<file path="config.mk">
export PLATFORM = sky130hd
export DESIGN_NAME = axis_packetizer
export DESIGN_NICKNAME = d
export VERILOG_FILES = /design/src/rtl/axis_packetizer.sv
export SDC_FILE = /design/constraint.sdc
export NUM_CORES = 1
export LEC_CHECK = 0
export ABC_AREA = 1
export BUFFER_PORTS_ARGS = -buffer_cell sky130_fd_sc_hd__buf_2
export CAP_MARGIN = 20
export CORE_UTILIZATION = 40
export CTS_BUF_LIST = sky130_fd_sc_hd__clkbuf_16
export CTS_CLUSTER_DIAMETER = 100
export DETAILED_ROUTE_END_ITERATION = 10
export MAX_ROUTING_LAYER = met4
export PLACE_DENSITY = 0.71
export SLEW_MARGIN = 5
export SYNTH_ARGS = -nofsm -noshare
export SYNTH_HDL_FRONTEND = slang
export SYNTH_SLANG_ARGS = --single-unit
</file>
<file path="constraint.sdc">
create_clock -name clk -period 3.65 [get_ports clk]
set_clock_uncertainty 0.05 [all_clocks]
set_input_delay 1.095 -clock clk [delete_from_list [all_inputs] [get_ports clk]]
set_output_delay 1.095 -clock clk [all_outputs]
set_load 0.1 [all_outputs]
</file>
<file path="src/rtl/axis_packetizer.sv">
// axis_packetizer: re-frames an AXI-Stream by tagging every FRAME_LEN-th
// beat (or an early s_tlast) with m_tlast, through a 2-entry skid buffer.
// Ports:
//   clk, rst                 clock, async active-high reset
//   s_tdata/tvalid/tlast     upstream beat, s_tready registered
//   m_tdata/tvalid/tlast     downstream beat (registered), m_tready in
//   frame_cnt                frames sent, wraps
//   early_err_cnt            frames cut by early s_tlast, saturates
module axis_packetizer #(
  parameter int DW        = 16,
  parameter int FRAME_LEN = 4096
) (
  input  logic          clk,
  input  logic          rst,
  input  logic [DW-1:0] s_tdata,
  input  logic          s_tvalid,
  input  logic          s_tlast,
  output logic          s_tready,
  output logic [DW-1:0] m_tdata,
  output logic          m_tvalid,
  output logic          m_tlast,
  input  logic          m_tready,
  output logic [15:0]   frame_cnt,
  output logic [15:0]   early_err_cnt
);

  localparam int CW = (FRAME_LEN > 2) ? $clog2(FRAME_LEN) : 1;
  localparam logic [CW-1:0] LAST_IDX = CW'(FRAME_LEN - 1);

  logic [CW-1:0] beat_idx;
  logic [DW-1:0] skid_data;
  logic          skid_last;
  logic          skid_vld;

  logic accept;
  logic send;
  logic out_free;
  logic at_end;
  logic tag_last;
  logic early;
  logic skid_nxt;

  assign accept   = s_tvalid && s_tready;
  assign send     = m_tvalid && m_tready;
  assign out_free = !m_tvalid || m_tready;
  assign at_end   = (beat_idx == LAST_IDX);
  assign tag_last = at_end || s_tlast;
  assign early    = accept && s_tlast && !at_end;

  // Skid holds a beat only while the output register cannot take one.
  // s_tready is its registered inverse, so no path from m_tready.
  assign skid_nxt = skid_vld ? !out_free : (accept && !out_free);

  always_ff @(posedge clk or posedge rst) begin
    if (rst) begin
      m_tdata       <= '0;
      m_tvalid      <= 1'b0;
      m_tlast       <= 1'b0;
      s_tready      <= 1'b0;
      skid_data     <= '0;
      skid_last     <= 1'b0;
      skid_vld      <= 1'b0;
      beat_idx      <= '0;
      frame_cnt     <= '0;
      early_err_cnt <= '0;
    end else begin
      if (out_free) begin
        if (skid_vld) begin
          m_tdata  <= skid_data;
          m_tlast  <= skid_last;
          m_tvalid <= 1'b1;
        end else if (accept) begin
          m_tdata  <= s_tdata;
          m_tlast  <= tag_last;
          m_tvalid <= 1'b1;
        end else begin
          m_tvalid <= 1'b0;
        end
      end else if (accept) begin
        skid_data <= s_tdata;
        skid_last <= tag_last;
      end
      skid_vld <= skid_nxt;
      s_tready <= !skid_nxt;

      if (accept) begin
        beat_idx <= tag_last ? '0 : beat_idx + CW'(1);
      end

      if (send && m_tlast) begin
        frame_cnt <= frame_cnt + 16'd1;
      end

      if (early && early_err_cnt != 16'hFFFF) begin
        early_err_cnt <= early_err_cnt + 16'd1;
      end
    end
  end

endmodule

</file>
==> run summary <==
status - finished, final reports clean
crit path kind - flip-flop to primary output
most common cell after layout, fill and taps aside - nand2_1
fin crit period - 2.41 ns
largest net degree at the start of global routing - 56
met3 wire length - 352 µm
highest metal used - met4
Initial Utilization - 41.4%
LEAKAGE - 2.47 nW
metal2 WL - 4.26 mm
Net count, final - 595
CTS clk-pin slew, worst paths - 0.06 ns
WP buf/inv - 1
DR WL/cell - 12.7 µm
# diodes - 0
final non-filler cell total - 709
CTS tree - yes
Synth Net Count - 525
initial antenna violation count - 0
drt pass-1 iters - 4
hold_ws - 0.418 ns
CP Max Fanout - 7
Die ar. - 0.0105 mm²
Post-CTS Setup Bufs - 0
GRT Util Overall - 18.9%
clock network fraction of total power - 28.1%
WP data required - 2.50 ns
cts hold-fix bufs - 0
Synth area leader - dfrtp_1
synthesized instance count - 501
row count - 36
placed insts - 693
CTS buffer count - 9
RSZ-0062 raised after global routing - false
startpoint types - flip-flop
Total Wirelength - 9.00 mm
Skew-Pair Late Insertion Delay - 0.33 ns
fmax - 0.414 GHz
register area share after synthesis - 50.1%
P&R area growth vs syn - 19.0%
Ys Warns - 0
Setup crit end kind - primary output
internal power - 1.88 mW
Synth area leaders - dfrtp_1 50%, nand2_1 16%, nor2_1 5.8%
Hold Vio Cnt, Final - 0
area share of the largest cell type after synthesis - 50.1%
post-CTS sizing - 0
delay-heaviest family, CP - buffers and inverters
Rel. slew slack - 54.8%
CP Cell Sequence - buf_2
switching part of the total power - 45.7%
Netlist cell types - 28
flops & latches, synth - 81
Fillers - 944
Fin Setup TNS - 0 ns
core area - 0.00977 mm²
Slew Viols, Final - 0
Hold Path Class - flip-flop to flip-flop
reported max-cap violation count - 0
# DRC - 0
die width - 103 µm
post-detail-place hpwl - 6.29 mm
Crit-path slowest cell - buf_2
Die H - 103 µm
Clock Tree Root - clkbuf_16
Switch Pwr - 1.58 mW
maximum vdd drop - 0.000444 V
CP arrival - 1.27 ns
DRT iter0 DRCs - 133
detailed-route via count - 3479
final setup fails - 0
Post-Route M1 WL - 4.24 mm
drt via density - 4.91
vias in the first global route - 3350
CTS Buffer Depth - 2
Comb power frac - 36.5%
share of post-route cells with drive strength above 1 - 19.4%
pwr dens - 718 mW/mm²
crit share post-route - 66.1%
gr ovfl total - 0
GPL Wtd Cong - 0.866
Post-Syn Area per Cell - 8.08 µm²
first-pass GRT wire length - 15.1 mm
register share of total power - 35.4%
most frequent cells in the layout - 174 x nand2_1, 81 x dfrtp_1, 71 x buf_2
CP max stage delay - 0.47 ns
buffers added on ports - 71
CTS sink count - 81
H-tree depth - 3
number of routed nets with antenna violations - 0
Mapped Area - 0.00405 mm²
worst slew pin tran - 0.677 ns
# IOs - 72
-- layout make-up --
type,count,area (µm²),share of cell area [%]
clock inverter,7,93.8,1.95
timing repair buffer,72,375,7.79
multi-input combinational,373,1800,37.4
clock buffer,9,225,4.68
sequential,81,2030,42.1
tap,133,166,3.46
inverter,34,129,2.68
-- worst register-to-register path, stage by stage (launching register included) --
cell	delay, ns
dfrtp_1	0.73
inv_2	0.31
nand2_1	0.17
nand2_1	0.12
inv_2	0.41
nor2_1	0.10
a31oi_1	0.19
-- power by group through the flow --
stage | Clock [mW] | Combinational, mW | Sequential, mW
global route | 1.04 | 1.33 | 1.25
finish | 0.970 | 1.26 | 1.22
detailed placement | 0 | 1.27 | 1.24
CTS | 0.993 | 1.27 | 1.22
global placement | 0 | 1.25 | 1.23
floorplan | 0 | 0.295 | 1.99
-- logic make-up (layout without fill, tap and decap cells) --
kind of cell | Yosys count | in the layout | share of synthesized area (%)
AND/OR/NAND/NOR | 303 | 303 | 32.2
flip-flops | 81 | 81 | 50.1
buffers and inverters | 47 | 122 | 5.44
AO/OA/AOI/OAI | 40 | 40 | 5.50
XOR/XNOR | 27 | 27 | 5.84
adder cells (fa/ha/maj) | 3 | 3 | 0.928
-- sequential cells by signal (all words and copies together) (netlist names) --
register       flops
beat_idx          12
early_err_cnt     16
frame_cnt         16
m_tdata           16
m_tlast            1
m_tvalid           1
s_tready           1
skid_data         16
skid_last          1
skid_vld           1
-- per-layer routing --
| metal | global-route usage (%) | vias to the layer above |
|---|---|---|
| met3 | 4.00 | 13 |
| met1 | 23.2 | 1638 |
| met4 | 8.13 | 0 |
| met2 | 30.1 | 91 |
| li1 | - | 1737 |
| met5 | - | - |
-- synth_stat cells, drive strengths merged --
cell      n
o21ai    21
nand4    12
or2       1
buf      11
nor2     69
xor2     13
dfrtp    81
xnor2    14
ha        3
nand2   182
clkbuf    2
nand3    36
nor3      3
a31oi    16
a21oi     2
inv      34
a21o      1
-- path summary, 6_finish.rpt --
check / startpoint / slack [ns] / cells past startpoint / endpoint
worst max-delay path: early_err_cnt[2] / 1.24 / 1 / early_err_cnt[2]
worst min-delay path: frame_cnt[15] / 0.42 / 1 / frame_cnt[15]
worst max register to register: skid_vld / 1.48 / 6 / m_tdata[2]
worst min register to register: frame_cnt[15] / 0.42 / 1 / frame_cnt[15]
max in group asynchronous: rst / 2.19 / 3 / m_tdata[0]
min in group asynchronous: rst / 0.72 / 2 / early_err_cnt[6]
-- through the flow --
step           instance area [µm²]  utilization, %  setup slack [ns]  power (mW)
2_1_floorplan                 4050               -             0.425        2.29
3_3_place_gp                  4500            46.0              1.13        2.48
3_5_place_dp                  4500            46.0              1.04        2.51
4_1_cts                       4820            49.3              1.21        3.49
5_1_grt                       4820            49.3              1.17        3.62
6_report                      4820            49.3              1.24        3.46
Power figures use the tool's default switching activity.
